===== config.mk =====
export PLATFORM = sky130hd
export DESIGN_NAME = pattern_game_engine_flat
export DESIGN_NICKNAME = d
export VERILOG_FILES = /design/src/rtl/pattern_game_engine_if.sv /design/src/rtl/pattern_game_engine.sv /design/src/flat_wrapper.sv
export SDC_FILE = /design/constraint.sdc
export NUM_CORES = 1
export LEC_CHECK = 0
export CORE_MARGIN = 10
export CORE_UTILIZATION = 45
export CTS_BUF_LIST = sky130_fd_sc_hd__clkbuf_8 sky130_fd_sc_hd__clkbuf_16
export DETAILED_ROUTE_END_ITERATION = 10
export HOLD_SLACK_MARGIN = 0.15
export SETUP_SLACK_MARGIN = 0.1
export SLEW_MARGIN = 5
export SYNTH_ARGS = -nofsm -noshare
export SYNTH_HDL_FRONTEND = slang
export SYNTH_SLANG_ARGS = --single-unit

===== constraint.sdc =====
create_clock -name i_clk -period 5.4 [get_ports i_clk]
set_clock_uncertainty 0.2 [all_clocks]
set_input_delay 1.08 -clock i_clk [delete_from_list [all_inputs] [get_ports i_clk]]
set_output_delay 1.08 -clock i_clk [all_outputs]
set_load 0.1 [all_outputs]

===== src/rtl/pattern_game_engine_if.sv =====
// Switch/LED/scoreboard bundle of the pattern game engine.
// The engine connects through master; the switch/display side connects through slave.
interface pattern_game_engine_if #(
    parameter int NUM_CHANNELS = 4
) ();
    logic [NUM_CHANNELS-1:0] i_switch;
    logic [NUM_CHANNELS-1:0] o_led;
    logic [3:0]              o_score;
    logic                    o_win;
    logic                    o_lose;

    modport master (
        input  i_switch,
        output o_led,
        output o_score,
        output o_win,
        output o_lose
    );

    modport slave (
        output i_switch,
        input  o_led,
        input  o_score,
        input  o_win,
        input  o_lose
    );
endinterface


===== src/rtl/pattern_game_engine.sv =====
// N-channel Simon-style game engine: shows a growing LFSR-derived sequence and checks switch releases.
// Defining PATTERN_GAME_TIMEOUT_EN adds a player inactivity timeout in WAIT_PLAYER.
module pattern_game_engine #(
    parameter int NUM_CHANNELS = 4,
    parameter int GAME_LIMIT   = 7,
    parameter int CLKS_PER_SEC = 25000000,
    parameter int TIMEOUT_SEC  = 5
) (
    input  logic                  i_clk,
    input  logic                  i_rst,
    pattern_game_engine_if.master bus
);
    localparam int W      = $clog2(NUM_CHANNELS);
    localparam int T_HALF = (CLKS_PER_SEC / 4 > 0) ? CLKS_PER_SEC / 4 : 1;
    localparam int TW     = $clog2(T_HALF) + 1;
    localparam int PW     = GAME_LIMIT * W;
    localparam logic [TW-1:0] T_RELOAD = TW'(T_HALF - 1);
    localparam logic [3:0]    LIMIT    = 4'(GAME_LIMIT);

    typedef enum logic [2:0] {
        IDLE,
        START,
        PATTERN_OFF,
        PATTERN_SHOW,
        WAIT_PLAYER,
        INCR_SCORE,
        WINNER,
        LOSER
    } state_t;

    state_t                  state, state_next;
    logic [TW-1:0]           timer;
    logic [31:0]             lfsr;
    logic [NUM_CHANNELS-1:0] prev;
    logic [NUM_CHANNELS-1:0] released;
    logic [NUM_CHANNELS-1:0] cur_mask;
    logic [NUM_CHANNELS-1:0] next_mask;
    logic [3:0]              score, score_next;
    logic [3:0]              idx, idx_next;
    logic [PW-1:0]           pattern;
    logic [W-1:0]            cur_elem, next_elem;
    logic                    load;
    logic                    timer_done;
    logic                    combo;
    logic                    single_release;
    logic                    hit;
    logic                    expired;
    logic [NUM_CHANNELS-1:0] led_d;
    logic [3:0]              score_d;
    logic                    win_d;
    logic                    lose_d;

    assign released       = prev & ~bus.i_switch;
    assign single_release = (released != '0) && ((released & (released - 1'b1)) == '0);
    assign combo          = bus.i_switch[0] & bus.i_switch[1];
    assign timer_done     = (timer == '0);
    assign cur_elem       = pattern[int'(idx) * W +: W];
    assign next_elem      = pattern[int'(idx_next) * W +: W];
    assign hit            = single_release && (released == cur_mask);

    always_comb begin
        cur_mask            = '0;
        cur_mask[cur_elem]  = 1'b1;
        next_mask           = '0;
        next_mask[next_elem] = 1'b1;
    end

`ifdef PATTERN_GAME_TIMEOUT_EN
    localparam int TO_CLKS = CLKS_PER_SEC * TIMEOUT_SEC;
    localparam int TOW     = $clog2(TO_CLKS) + 1;

    logic [TOW-1:0] idle_cnt;

    assign expired = (idle_cnt == TOW'(TO_CLKS - 1));

    // Counts consecutive WAIT_PLAYER cycles without a valid release; zero on entry.
    always_ff @(posedge i_clk or posedge i_rst) begin
        if (i_rst) begin
            idle_cnt <= '0;
        end else if (state == WAIT_PLAYER && state_next == WAIT_PLAYER && !hit) begin
            idle_cnt <= idle_cnt + 1'b1;
        end else begin
            idle_cnt <= '0;
        end
    end
`else
    assign expired = 1'b0;
`endif

    always_comb begin
        state_next = state;
        score_next = score;
        idx_next   = idx;
        load       = 1'b0;
        case (state)
            IDLE: begin
                if (combo) begin
                    state_next = START;
                    score_next = '0;
                end
            end
            START: begin
                score_next = '0;
                if (bus.i_switch == '0) begin
                    load       = 1'b1;
                    idx_next   = '0;
                    state_next = PATTERN_OFF;
                end
            end
            PATTERN_OFF: begin
                if (timer_done) state_next = PATTERN_SHOW;
            end
            PATTERN_SHOW: begin
                if (timer_done) begin
                    if (idx == score) begin
                        idx_next   = '0;
                        state_next = WAIT_PLAYER;
                    end else begin
                        idx_next   = idx + 4'd1;
                        state_next = PATTERN_OFF;
                    end
                end
            end
            WAIT_PLAYER: begin
                if (released != '0) begin
                    if (!hit) begin
                        state_next = LOSER;
                    end else if (idx == score) begin
                        state_next = INCR_SCORE;
                    end else begin
                        idx_next = idx + 4'd1;
                    end
                end else if (expired) begin
                    state_next = LOSER;
                end
            end
            INCR_SCORE: begin
                score_next = score + 4'd1;
                idx_next   = '0;
                state_next = (score_next == LIMIT) ? WINNER : PATTERN_OFF;
            end
            WINNER, LOSER: begin
                if (combo) begin
                    state_next = START;
                    score_next = '0;
                end
            end
            default: state_next = IDLE;
        endcase

        // Outputs are registered from the next state so they align with the state register.
        led_d   = '0;
        score_d = score_next;
        win_d   = 1'b0;
        lose_d  = 1'b0;
        case (state_next)
            PATTERN_SHOW: led_d = next_mask;
            WAIT_PLAYER:  led_d = bus.i_switch;
            WINNER: begin
                led_d   = '1;
                score_d = 4'hA;
                win_d   = 1'b1;
            end
            LOSER: begin
                score_d = 4'hF;
                lose_d  = 1'b1;
            end
            default: led_d = '0;
        endcase
    end

    always_ff @(posedge i_clk or posedge i_rst) begin
        if (i_rst) begin
            state       <= IDLE;
            timer       <= '0;
            lfsr        <= 32'h1;
            prev        <= '0;
            score       <= '0;
            idx         <= '0;
            pattern     <= '0;
            bus.o_led   <= '0;
            bus.o_score <= '0;
            bus.o_win   <= 1'b0;
            bus.o_lose  <= 1'b0;
        end else begin
            state <= state_next;
            if (state_next != state) begin
                timer <= T_RELOAD;
            end else if (!timer_done) begin
                timer <= timer - 1'b1;
            end
            lfsr  <= {lfsr[30:0], lfsr[31] ^ lfsr[21] ^ lfsr[1] ^ lfsr[0]};
            prev  <= bus.i_switch;
            score <= score_next;
            idx   <= idx_next;
            if (load) pattern <= lfsr[PW-1:0];
            bus.o_led   <= led_d;
            bus.o_score <= score_d;
            bus.o_win   <= win_d;
            bus.o_lose  <= lose_d;
        end
    end
endmodule


===== src/flat_wrapper.sv =====
// flat-port wrapper written by rule: the top's interface ports become plain ports
module pattern_game_engine_flat 
#(
    parameter int NUM_CHANNELS = 4,
    parameter int GAME_LIMIT   = 7,
    parameter int CLKS_PER_SEC = 25000000,
    parameter int TIMEOUT_SEC  = 5
)
  (i_clk, i_rst, bus_i_switch, bus_o_led, bus_o_score, bus_o_win, bus_o_lose);
  pattern_game_engine_if #(.NUM_CHANNELS(NUM_CHANNELS)) bus_i ();
  input  logic i_clk;
  input  logic i_rst;
  input wire logic [$bits(bus_i.i_switch)-1:0] bus_i_switch;
  output wire logic [$bits(bus_i.o_led)-1:0] bus_o_led;
  output wire logic [$bits(bus_i.o_score)-1:0] bus_o_score;
  output wire logic [$bits(bus_i.o_win)-1:0] bus_o_win;
  output wire logic [$bits(bus_i.o_lose)-1:0] bus_o_lose;
  assign bus_i.i_switch = bus_i_switch;
  assign bus_o_led = bus_i.o_led;
  assign bus_o_score = bus_i.o_score;
  assign bus_o_win = bus_i.o_win;
  assign bus_o_lose = bus_i.o_lose;
  pattern_game_engine #(.NUM_CHANNELS(NUM_CHANNELS), .GAME_LIMIT(GAME_LIMIT), .CLKS_PER_SEC(CLKS_PER_SEC), .TIMEOUT_SEC(TIMEOUT_SEC)) u_core (.i_clk(i_clk), .i_rst(i_rst), .bus(bus_i));
endmodule

-- Word level (Yosys, flattened, before mapping)
Index checks and enable logic that the tools add are counted.
- register bits after elaboration: 95
- bits of input ports: 6
- logic and storage cells: 85
- output and inout port bits: 10
- reductions and logical operators: 10
- shift-type cells: 2
- add/subtract/negate cells: 4
- equal/unequal tests: 16
- order comparisons: 4
- muxes and demuxes: 31
- bitwise gates (word level): 7
- operator list (kind ; count):
    24-bit two-way mux ; 2
    4-bit two-way mux ; 7
    14-bit by 6-bit indexed part select with 2-bit output ; 2
    3-bit two-way mux ; 9
    24-bit logical NOT ; 1
    4-bit one-hot mux with 3 select lines ; 2
    24-bit by 1-bit subtractor with 24-bit output (second input constant) ; 1
    3-bit == test (second input constant) ; 7
    3-bit one-hot mux with 6 select lines ; 1
    4-bit one-hot mux with 4 select lines ; 1
    3-bit by 2-bit == test with 1-bit output (second input constant) ; 3
    4-bit by 1-bit adder with 4-bit output (second input constant) ; 2
    4-bit bitwise AND ; 2
    4-bit == test ; 2
    4-bit logical NOT ; 2
    4-bit one-hot mux with 2 select lines ; 1
    2-bit by 3-bit less-than comparator with 1-bit output (second input constant) ; 2
    1-bit two-way mux ; 6
    1-bit demux with 2-bit select ; 2
    4-bit by 3-bit == test with 1-bit output (second input constant) ; 1
    2-bit by 1-bit >= comparator with 1-bit output (second input constant) ; 2
    1-bit logical AND ; 4
    4-bit inverter ; 1
    4-bit nonzero test ; 1
    other kinds (8) ; 10

-- Longest topological paths before layout
- depth after elaboration: 16
- mapped depth: 14
- mapped depth without buffers: 14

-- Worst setup path before layout
OpenSTA, ideal clock, no wires.
- path type: in2reg
- from: input bus_i_switch[0]
- to: register u_core.bus.o_led[2]
- arrival time: 3.679 ns
- stages: 11
- required time: 5.063 ns
- buffers on the path: 0
- setup slack: 1.384 ns
- cell sequence: nor2b_1 > xnor2_1 > a211oi_1 > a41oi_1 > or2_2 > or3_1 > a21oi_2 > nor2_1 > a2111oi_0 > or3_1 > o32ai_2
- cells in the longest elaborated chain, start to end: 16
- elaborated cells on any way between the ends: 30
- RTL lines (item ; line ; text):
    from (decl) ; flat_wrapper.sv:13 ; input wire logic [$bits(bus_i.i_switch)-1:0] bus_i_switch;
    4-bit inverter ; pattern_game_engine.sv:53 ; assign released = prev & ~bus.i_switch;
    4-bit bitwise AND ; pattern_game_engine.sv:53 ;
    4-bit by 1-bit subtractor with 4-bit output ; pattern_game_engine.sv:54 ; assign single_release = (released != '0) && ((released & (released - 1'b1)) == '0);
    4-bit bitwise AND ; pattern_game_engine.sv:54 ;
    4-bit logical NOT ; pattern_game_engine.sv:54 ;
    1-bit logical AND ; pattern_game_engine.sv:54 ;
    1-bit logical AND ; pattern_game_engine.sv:59 ; assign hit = single_release && (released == cur_mask);
    4-bit two-way mux ; pattern_game_engine.sv:126 ; if (!hit) begin
    4-bit two-way mux ; pattern_game_engine.sv:125 ; if (released != '0) begin
    4-bit one-hot mux with 4 select lines ; pattern_game_engine.sv:95 ; case (state)
    14-bit by 6-bit indexed part select with 2-bit output ; pattern_game_engine.sv:58 ; assign next_elem = pattern[int'(idx_next) * W +: W];
    2-bit by 3-bit less-than comparator with 1-bit output (not written as such) or 2-bit by 1-bit >= comparator with 1-bit output (tied branches) ; pattern_game_engine.sv:65 ; next_mask[next_elem] = 1'b1;
    1-bit logical AND (not written as such) ; pattern_game_engine.sv:65 ;
    1-bit two-way mux (not written as such) ; pattern_game_engine.sv:65 ;
    1-bit demux with 2-bit select ; - ;
    4-bit one-hot mux with 3 select lines (*) ; pattern_game_engine.sv:156 ; case (state_next)
    net u_core.led_d[2] ; pattern_game_engine.sv:48 ; logic [NUM_CHANNELS-1:0] led_d;
    to (signal assigned) ; pattern_game_engine.sv:197 ; bus.o_led <= led_d;
    to (decl) ; pattern_game_engine_if.sv:14 ; output o_led,
The timed path passes the listed nets; every way through them passes the cells marked *.
A chain may end at the register's enable or synchronous reset.

-- Final worst setup path
Same ends and word-level chain as after synthesis.

==> metrics.md <==
| Metric | Value |
|---|---|
| PostCTS Resize Cnt | 0 |
| # rows | 35 |
| Tightest hold margin | approximately 160 ps |
| Residual DRC count | 0 |
| Yosys top cell area share | a little over half |
| CP required | between 5000 and 6000 ps |
| DRT antenna net count | 0 |
| Int Power | between 1 and 1.5 mW |
| Clk pin slew, worst setup/hold paths | approximately 100 ps |
| Total GRT Usage | about 12% |
| Chip Width | between 100 and 150 µm |
| Drt first pass iters | 4 |
| Relative slew slack | between 30% and 40% |
| Worst setup margin | ~870 ps |
| Fillers | about 870 |
| CP arrival | ~4600 ps |
| Slew @ Worst Pin | between 900 and 1000 ps |
| Clock share of power | around 29% |
| Synth area leader | dfrtp_1 |
| Sequential share of power | around 46% |
| Tmin final | ~4500 ps |
| 1st-iter DRT viols | roughly 140 |
| Power Density | about 340 nW/µm² |
| Mapped Area | 4390 µm² |
| Placed cell count | between 500 and 600 |
| Core area | between 9000 and 10000 µm² |
| Register area | 2380 µm² |
| Layout cell share with drive strength beyond 1 | between 10% and 20% |
| # diodes | 0 |
| CTS Hold Bufs | 0 |
| Non-Filler Instances | around 550 |
| Switching power | 580 µW |
| Status | complete, no violations |
| Comb pwr share | around a quarter |
| Clock root buffer master | clkbuf_8 |
| GRT overflow | 0 |
| I/O Pins | 16 |
| Syn. warnings | 0 |
| Max-cap violations | 0 |
| Initial antenna violation count | 0 |
| RSZ-0062 raised after global routing | no |
| Dpl ws | roughly 530 ps |
| Multi-input logic area | 1890 µm² |
| Synth cell count leaders | dfrtp_1, nand2_1, nor2_1 |
| Area after DPL | about 4700 µm² |
| LEAKAGE | ~2.1 nW |
| Routed wire per std cell | 15.6 µm |
| Nets | between 400 and 500 |
| Setup TNS Final | 0 ps |
| Vias | slightly below 3000 |
| Die H | ~120 µm |
| Layout area overhead | 11.0% |
| Fin. Hold Viols | 0 |
| Critical path class | primary input to flop |
| Full die area | roughly 14000 µm² |
| H-tree Lvls | 3 |
| Starting Density | approximately 47% |
| Post-synth cell types | 69 |
| Most common flop cell mapped by yosys | dfrtp_1 |
| Period utilisation layout | ~84% |
| Ys async rst share | 100% |
| EDFF count, synth | 0 |
| Hold crit path type | flop to flop |
| Final HPWL DP | between 5000 and 6000 µm |
| Sw frac | a little over a third |
| Final Power | about 1.7 mW |
| Largest net degree at the start of global routing | 54 |
| CTS sink count | 95 |
| Mean Syn Cell Area | about 11 µm² |
| Area contributors post-synth | dfrtp_1, xnor2_1, mux2_2, nand2_1, nor2_1 |
| VDD IR max | around 0.00015 V |
| Fin util | between 50% and 60% |
| Vias per inst | roughly 5.3 |
| Max clock buf depth | 2 |
| Max Fclk | approximately 0.22 GHz |
| Register area share after synthesis | ~54% |
| Mapped Cells | between 300 and 400 |
| CTS tree | built |
| CP Capture Type | flop |
| Top-count cell post-synth | dfrtp_1 |
| Post-CTS Repair Setup Buffers | 0 |
| PortBufs | 15 |
| Syn nets | 410 |
| Final Cell Area | a little under 5000 µm² |
| Pins over their slew limit | 0 |
| First-pass GRT wire length | approximately 14000 µm |
| Critical Path Source Type | primary input |
| Final setup vio count | 0 |
| Final wirelength | roughly 8500 µm |
| Clk_lat worst skew | about 370 ps |
| Vias in the first global route | about 2800 |
| Total CTS buffers | 9 |
| Gp weighted congestion | between 0.8 and 0.9 |
| Crit-path max FO | 9 |
| #FFs+latches synth | 95 |
==> worst max-delay path, stage by stage <==
cell,delay (ps)
clkdlybuf4s50_1,530
nor2b_1,330
xnor2_1,120
a211oi_1,220
a41oi_1,100
or2_2,350
or3_1,340
a21oi_2,140
buf_4,170
nor2_1,110
a2111oi_0,740
or3_1,250
o32ai_2,90
==> per-layer routing <==
layer,part of all wire [%],track usage (%),vias up
li1,-,-,1434
met1,49,16.9,1432
met2,46,18.7,33
met3,3.3,3.28,11
met4,0.95,3.44,0
met5,0,0,-
==> sequential cells by signal, summed over array words and instances (netlist names) <==
signal / count
u_core.bus.o_led: 4
u_core.lfsr: 32
u_core.pattern: 14
u_core.bus.o_score: 4
u_core.bus.o_win: 1
u_core.idx: 4
u_core.bus.o_lose: 1
u_core.timer: 24
u_core.state: 3
u_core.prev: 4
u_core.score: 4
==> power by group through the flow <==
stage          clock network [mW]  logic [mW]  registers (mW)
5_1_grt                     0.540       0.450           0.780
4_1_cts                     0.511       0.409           0.774
6_report                    0.491       0.403           0.775
3_3_place_gp                    0       0.406           0.789
3_5_place_dp                    0       0.406           0.788
2_1_floorplan                   0       0.293           0.810
==> cell families (layout without fill, tap and decap cells) <==
kind of cell | after synthesis | count (layout) | synth area share [%]
simple gates | 147 | 147 | 17.3
compound gates | 67 | 67 | 11.7
mux | 23 | 23 | 5.96
fa+ha+maj | 6 | 6 | 1.71
buf+inv | 28 | 49 | 2.71
flops | 95 | 95 | 54.2
xor+xnor | 32 | 32 | 6.39
==> final timing paths <==
path                                  from                     to  slack, ps  cells after the start
max in group asynchronous            i_rst  u_core.bus.o_score[0]       2960                      3
setup / recovery           bus_i_switch[0]    u_core.bus.o_led[2]        870                     13
hold reg to reg            u_core.lfsr[25]        u_core.lfsr[26]        160                      0
setup reg to reg             u_core.idx[0]    u_core.bus.o_led[2]       1170                     11
min in group asynchronous            i_rst        u_core.lfsr[21]        990                      2
hold / removal             u_core.lfsr[25]        u_core.lfsr[26]        160                      0
==> cells in the final DEF, fill, tap and decap left out, types with 5 or more instances in the layout <==
cell type / netlist / layout
dfrtp_1: 94 / 94
nand2_1: 41 / 41
nor2_1: 35 / 35
xnor2_1: 23 / 23
mux2_2: 15 / 15
clkdlybuf4s50_1: 0 / 15
o21ai_0: 14 / 14
inv_1: 13 / 12
nand2b_1: 10 / 10
nor4_1: 9 / 9
xor2_1: 9 / 9
clkbuf_8: 0 / 9
nand3_1: 8 / 8
mux2i_1: 7 / 7
nor3_1: 6 / 6
ha_1: 6 / 6
nor2b_1: 5 / 5
or3_1: 5 / 5
o21a_1: 5 / 5
==> area by class of cell <==
class,instances,area share [%]
Timing Repair Buffer,18,3.54
Tap cell,129,3.31
Inverter,15,1.23
Multi-Input combinational cell,275,38.8
Clock inverter,7,1.75
Sequential cell,95,48.8
Clock buffer,9,2.54
Power figures use the tool's default switching activity.
